==> src/rtl/sprite_redraw.sv <==
// sprite_redraw: erase-move-draw sequencer for one square sprite on a 160x120 framebuffer.
// Each accepted tick erases the old square, steps the coordinate counters, then draws the new square.
module sprite_redraw #(
    parameter int         SIZE      = 4,
    parameter logic [2:0] COLOUR    = 3'b111,
    parameter logic [2:0] BG_COLOUR = 3'b000
) (
    input  logic       clk,
    input  logic       resetn,
    input  logic       tick,
    input  logic [7:0] pos_x,
    input  logic [7:0] pos_y,
    output logic       move_en,
    output logic       busy,
    output logic       plot,
    output logic [7:0] x,
    output logic [6:0] y,
    output logic [2:0] colour
);
    typedef enum logic [2:0] {IDLE, ERASE, MOVE, LATCH, DRAW} state_t;

    localparam logic [3:0] LAST = 4'(SIZE - 1);

    state_t     r_state;
    logic [7:0] r_base_x;
    logic [7:0] r_base_y;
    logic [3:0] r_dx;
    logic [3:0] r_dy;
    logic       w_row_end;
    logic       w_last;
    logic [7:0] w_sum_y;

    assign w_row_end = r_dx == LAST;
    assign w_last    = w_row_end && r_dy == LAST;

    always_ff @(posedge clk or negedge resetn) begin
        if (!resetn) begin
            r_state  <= IDLE;
            r_base_x <= '0;
            r_base_y <= '0;
            r_dx     <= '0;
            r_dy     <= '0;
        end else begin
            case (r_state)
                IDLE: if (tick) begin
                    r_base_x <= pos_x;
                    r_base_y <= pos_y;
                    r_dx     <= '0;
                    r_dy     <= '0;
                    r_state  <= ERASE;
                end
                ERASE, DRAW: begin
                    r_dx <= w_row_end ? 4'd0 : r_dx + 4'd1;
                    r_dy <= w_last ? 4'd0 : w_row_end ? r_dy + 4'd1 : r_dy;
                    if (w_last)
                        r_state <= (r_state == ERASE) ? MOVE : IDLE;
                end
                MOVE: r_state <= LATCH;
                LATCH: begin
                    // counters stepped on the edge that ended MOVE, so pos is already the new origin
                    r_base_x <= pos_x;
                    r_base_y <= pos_y;
                    r_state  <= DRAW;
                end
                default: r_state <= IDLE;
            endcase
        end
    end

    assign w_sum_y = r_base_y + {4'b0, r_dy};
    assign plot    = r_state == ERASE || r_state == DRAW;
    assign move_en = r_state == MOVE;
    assign busy    = r_state != IDLE;
    assign x       = plot ? r_base_x + {4'b0, r_dx} : 8'd0;
    assign y       = plot ? w_sum_y[6:0] : 7'd0;
    assign colour  = r_state == ERASE ? BG_COLOUR : r_state == DRAW ? COLOUR : 3'b000;
endmodule

==> config.mk <==
export PLATFORM = sky130hd
export DESIGN_NAME = sprite_redraw
export DESIGN_NICKNAME = d
export VERILOG_FILES = /design/src/rtl/sprite_redraw.sv
export SDC_FILE = /design/constraint.sdc
export NUM_CORES = 1
export LEC_CHECK = 0
export BUFFER_PORTS_ARGS = -buffer_cell sky130_fd_sc_hd__buf_2
export CORE_MARGIN = 5
export CORE_UTILIZATION = 54
export CTS_CLUSTER_SIZE = 20
export DETAILED_ROUTE_END_ITERATION = 10
export PLACE_DENSITY = 0.8
export SETUP_SLACK_MARGIN = 0.15
export SYNTH_ARGS = -nofsm -noshare
export SYNTH_HDL_FRONTEND = slang
export SYNTH_SLANG_ARGS = --single-unit
==> constraint.sdc <==
create_clock -name clk -period 2.5 [get_ports clk]
set_input_delay 0.5 -clock clk [delete_from_list [all_inputs] [get_ports clk]]
set_output_delay 0.5 -clock clk [all_outputs]
set_load 0.01 [all_outputs]
==> out/qor.txt, run 1 <==
H-tree depth = 1
Slew Viols, Final = 0
Fin nets = 266
Die ar. = 4440 um2
Synth Register Bits = 26
Std-Cell Rows = 20
Leakage power = 0.00104 uW
CTS tree = done
Port Buf Inserts = 38
Top-area cell type share of the netlist area = 37.6%
Ys async rst share = 100%
# IOs = 40
Reg2reg end = r_dy[3]
Die W = 66.6 um
Grt ovf = 0
Synth top area cells = dfrtp_1, mux2_2, ha_1
Max-slew headroom = 58.8%
CTS Hold Bufs = 0
Syn nets = 209
Gate Count Post-Synth = 178
Sequential fraction of the synthesis area = 37.6%
Initial antenna violation count = 0
Sink Count = 26
Starting Density = 56.7%
Detailed Place HPWL = 2940 um
Cts bufs inserted = 3
First-pass GRT wire length = 7040 um
Crit. Startpoint = r_dx[0]
Crit path capture = x[6]
Final Hold Viols = 0
Iter 0 DRT Violations = 69
Worst-path clk slew = 150 ps
Worst Tran Pin Value = 619 ps
# fillers = 204
Worst Hold Class = in -> async
Worst-skew pair later-pin latency = 330 ps
RSZ-0062 raised after global routing = yes
Drt pass-1 iters = 4
Tcrit/Tclk final = 110%
Reg-to-Reg Start = r_dx[0]
Crit. End Element = output pin
Worst R2R Path Depth = 7
CP max FO = 3
Maximum clock rate = 365 MHz
CP required = 2000 ps
Layout cells sized above 1 = 50.4%
Avg WL per Cell = 17.2 um
Area after DPL = 1970 um2
Placer Congestion = 0.838
Vias/cell = 5.62
Diodes inserted = 0
Synth Warn # = 0
Clk_skew = 8.58 ps
Vias in the first global route = 1606
Vias post-DR = 1562
R2r setup slk = 540 ps
Post-Synthesis Mean Instance Area = 9.73 um2
Max VDD drop = 595 uV
Violated checks = setup timing
Critical Path AT = 2240 ps
Cell area after layout = 2320 um2
WS Path Type = reg -> out
Ys flop type = dfrtp_1
Drc violations = 0
Status = finished with violations
Tmin final = 2740 ps
PwrDens = 1360 nW/um2
Max cap viols = 0
Synth area leader = dfrtp_1
Gr usage total = 20.6%
Most frequent cell after synthesis = dfrtp_1
Number of flops mapped to enable cells by yosys = 0
Commonest cells post-synth = dfrtp_1, mux2_2, nand2_1
CP Launch Type = flop
Final setup violation count = 3
Setup ws final = -240 ps
Core footprint = 3050 um2
Post-route ant nets = 0
Finished Core Util = 76.1%
Bufs on Longest Clock Path = 2
DIE HEIGHT = 66.6 um
Area grow syn2layout = 34.2%
Routed wire length = 4790 um
Post-Synthesis Cell Area = 1730 um2
Pin count of the biggest net entering global routing = 27
Clock root cell = clkbuf_4
Distinct cell type count after synthesis = 43
## worst min-delay path by stage
stage / slack [ps] / end
after global placement: 500 / r_base_x[0]
after global routing: 190 / r_dy[3]
after CTS: 160 / r_base_y[0]
final: 160 / r_state[1]
after floorplan: 200 / r_base_x[0]
after detailed placement: 510 / r_base_y[2]
## area by class of cell
| type | count | area [um2] | share of cell area [%] |
|---|---|---|---|
| multi-input combinational | 131 | 1140 | 49.2 |
| sequential | 26 | 657 | 28.3 |
| timing repair buffer | 60 | 367 | 15.8 |
| tap | 44 | 55.1 | 2.37 |
| inverter | 13 | 50.0 | 2.15 |
| clock inverter | 1 | 30.0 | 1.29 |
| clock buffer | 3 | 22.5 | 0.969 |
## stage by stage
step	TNS, ps	hold WS [ps]	std cells	total power (uW)	setup WS (ps)
final	-372	161	278	3160	-240
after global routing	-941	186	278	3410	-303
after CTS	-246	165	270	2800	-156
after detailed placement	0	509	258	2330	29.2
after global placement	0	498	258	2240	107
after floorplan	0	204	178	1880	202
## cell families (layout without fill, tap and decap cells)
logic type | after synthesis | count (layout) | share of synthesized area [%]
DFF | 26 | 26 | 37.6
and+or+nand+nor | 58 | 58 | 17.8
buffers and inverters | 21 | 77 | 6.00
adders and majority gates | 12 | 12 | 9.54
xor gates and xnor gates | 3 | 3 | 1.52
AOI/OAI and AO/OA | 40 | 40 | 16.0
muxes | 18 | 18 | 11.6
## critical path, cell delays in order, from the launching register on
cell and delay, ps:
dfrtp_1 380, ha_2 200, inv_2 40, fa_2 370
nor2b_4 160, o21ai_2 100, a2111o_1 410, o21ai_2 90
buf_2 160
## state kept, by name, indices dropped and copies added, names as in the netlist
name,count
r_base_y,7
r_base_x,8
r_dy,4
r_dx,4
r_state,3
## what timing repair did
item,CTS,global route
endpoints found under the setup margin,11,14
resized for setup,27,19
pin swaps,14,10
setup buffers,8,8
## where the power goes
group | switching, uW | internal, uW
logic | 1030 | 1040
registers | 197 | 606
clock network | 132 | 162
## routing by layer
layer	track usage, %	vias to the layer above	share of wire [%]	routed length [um]
met2	39.0	44	52	2500
met1	23.7	763	42	2000
met4	7.36	0	3.0	146
li1	-	740	-	-
met3	2.19	15	3.1	148
met5	0	-	0	0
## cell usage in the layout (no fill, tap or decap), types with 6 or more instances in the layout
master,instances
nand2_1,14
buf_4,19
o21ai_0,6
inv_1,10
mux2_2,16
nor2_1,9
dfrtp_1,21
buf_2,38
(Power assumes the default switching activity.)
==> run 2, diff against run 1 <==
Settings changed: PLACE_DENSITY 0.8 to default, PLACE_DENSITY_LB_ADDON from default to 0.3.
==> run 2 against run 1 <==
  * The flow still finishes with violations (setup timing)
  * Highest routed layer unchanged
  * Via count increased by 2.9%
  * Non-clock buffer count increased by 2
  * Cell count increased by 0.72%
  * Clock-buffer cell count unchanged
  * Critical endpoint unchanged
  * Combinational power decreased by 4%
  * Sequential power increased by 2.6%
  * Wire length decreased by 5.6%
==> out/qor.txt, run 2 (synthesis gave the netlist of run 1 again) <==
H-tree depth = 1 (unchanged)
DIE HEIGHT = 66.6 um (unchanged)
Clock root cell = clkbuf_4 (unchanged)
Status = finished with violations (unchanged)
First-pass GRT wire length = 6780 um (was 7040 um)
Cell area after layout = 2350 um2 (was 2320 um2)
Final setup violation count = 6 (was 3)
Tcrit/Tclk final = 106% (was 110%)
Finished Layout Cells = 280 (was 278)
CP max FO = 4 (was 3)
Starting Density = 56.7% (unchanged)
Placed insts = 258 (unchanged)
Cts bufs inserted = 3 (unchanged)
PwrDens = 1320 nW/um2 (was 1360 nW/um2)
Fin nets = 268 (was 266)
Placer Congestion = 0.749 (was 0.838)
Slowest cell on crit path = dfrtp_1 (was a2111o_1)
Sink Count = 26 (unchanged)
Most frequent cells in the layout = buf_2, dfrtp_1, buf_4 (unchanged)
Slew Viols, Final = 0 (unchanged)
Pre-CTS WS = 36.9 ps (was 29.2 ps)
# IOs = 40 (unchanged)
Gr usage total = 19.7% (was 20.6%)
R2r setup slk = 510 ps (was 540 ps)
Drt pass-1 iters = 4 (unchanged)
Diodes inserted = 0 (unchanged)
Finished Core Util = 76.8% (was 76.1%)
Clk_skew = 5.58 ps (was 8.58 ps)
Vias/cell = 5.74 (was 5.62)
Top Registers = r_base_x (8), r_base_y (7) (unchanged)
CP Launch Type = flop (unchanged)
CTS tree = done (unchanged)
Reg-to-Reg Start = r_state[0] (was r_dx[0])
WS Path Type = reg -> out (unchanged)
Iter 0 DRT Violations = 66 (was 69)
CP required = 2000 ps (about the same)
Hold_ws = 148 ps (was 161 ps)
Crit. End Element = output pin (unchanged)
Post-route ant nets = 0 (unchanged)
Leakage power = 0.00104 uW (about the same)
Psw = 1310 uW (was 1350 uW)
CTS Hold Bufs = 0 (unchanged)
Max cap viols = 0 (unchanged)
Max-slew headroom = 60.4% (was 58.8%)
Avg WL per Cell = 16.2 um (was 17.2 um)
Pin count of the biggest net entering global routing = 27 (unchanged)
Vias post-DR = 1608 (was 1562)
Initial antenna violation count = 0 (unchanged)
Grt ovf = 0 (unchanged)
Max VDD drop = 628 uV (was 595 uV)
Tmin final = 2650 ps (was 2740 ps)
Setup ws final = -146 ps (was -240 ps)
Combinational group share of total power = 63.9% (was 65.3%)
Worst R2R Path Depth = 6 (was 7)
Reg2reg end = r_base_x[3] (was r_dy[3])
Number of flip-flops in the largest register = 8 (unchanged)
Vias in the first global route = 1477 (was 1606)
Die W = 66.6 um (unchanged)
Critical Path AT = 2150 ps (was 2240 ps)
RSZ-0062 raised after global routing = yes (unchanged)
Worst Hold Class = in -> async (unchanged)
Worst Tran Pin Value = 595 ps (was 619 ps)
Clock Power Share = 9.5% (was 9.3%)
Internal = 1790 uW (was 1810 uW)
Top delay family on crit path = adder cells (was compound AO/OA/AOI/OAI gates)
Detailed Place HPWL = 2850 um (was 2940 um)
WP buf/inv = 2 (unchanged)
Maximum clock rate = 378 MHz (was 365 MHz)
CP peak stage delay = 380 ps (was 410 ps)
Core footprint = 3050 um2 (unchanged)
Worst-skew pair later-pin latency = 330 ps (about the same)
Commonest non-fill, non-tap cell in the layout = buf_2 (unchanged)
Area grow syn2layout = 35.5% (was 34.2%)
Drc violations = 0 (unchanged)
Crit-path cells = ha_2 -> inv_2 -> fa_2 -> nor2b_4 -> o21ai_2 -> a2111o_1 -> o21ai_1 -> buf_2 (was ha_2 -> inv_2 -> fa_2 -> nor2b_4 -> o21ai_2 -> a2111o_1 -> o21ai_2 -> buf_2)
Bufs on Longest Clock Path = 2 (unchanged)
Area after DPL = 1970 um2 (unchanged)
Port Buf Inserts = 38 (unchanged)
Die ar. = 4440 um2 (unchanged)
Layout cells sized above 1 = 50.0% (was 50.4%)
Routed wire length = 4520 um (was 4790 um)
Final Hold Viols = 0 (unchanged)
Biggest register = r_base_x (unchanged)
Violated checks = setup timing (unchanged)
Sequential share of power = 26.6% (was 25.4%)
Worst-path clk slew = 140 ps (was 150 ps)
Std-Cell Rows = 20 (unchanged)
Switching share of power = 42.3% (was 42.8%)
==> run 2: cell type report <==
cell class                 instances  area, um2
multi-input combinational        131       1150
fill                             211        707
sequential                        26        657
timing repair buffer              62        385
tap                               44       55.1
inverter                          13       50.0
clock inverter                     1       30.0
clock buffer                       3       22.5
==> run 2: metrics by stage <==
stage          setup TNS, ps  power (uW)
2_1_floorplan              0        1880
3_3_place_gp               0        2240
3_5_place_dp               0        2330
4_1_cts                 -282        2810
5_1_grt                -1090        3340
6_report                -467        3100
==> run 2: metal layers <==
layer	up-vias	GRT usage, %	share of wire [%]
met5	-	0	0
met4	0	4.06	2.0
met3	11	2.19	4.4
met2	65	35.6	52
met1	784	25.2	41
li1	748	-	-
==> run 2: worst reg2reg max path: stages, from the launching register on <==
cell     delay [ps]
dfrtp_2         480
buf_4           170
nor2_1          120
nand2_1          90
a21oi_2         400
buf_4           270
mux2_2          360
==> run 2: what timing repair did <==
item                       4_1_cts  5_1_grt
setup buffers                   10        8
cloned                           0        0
pin swaps                        9       11
setup endpoints to repair       16       13
gates resized for setup         23       20
==> run 2: how the worst max path moves through the flow <==
stage / start / end / slack (ps) / cells after the start
3_3_place_gp: r_dx[0] / x[6] / 110 / 8
4_1_cts: r_dx[0] / x[6] / -130 / 8
6_report: r_base_x[0] / x[6] / -150 / 8
2_1_floorplan: r_dx[0] / x[6] / 200 / 7
5_1_grt: r_base_x[0] / x[6] / -250 / 8
3_5_place_dp: r_base_x[0] / x[6] / 40 / 8
==> run 2: power groups by stage <==
stage          Combinational (uW)  Clock [uW]  Sequential (uW)
4_1_cts                      1710         300              799
6_report                     1980         296              824
3_5_place_dp                 1530           0              802
5_1_grt                      2180         316              844
3_3_place_gp                 1460           0              782
2_1_floorplan                1140           0              734
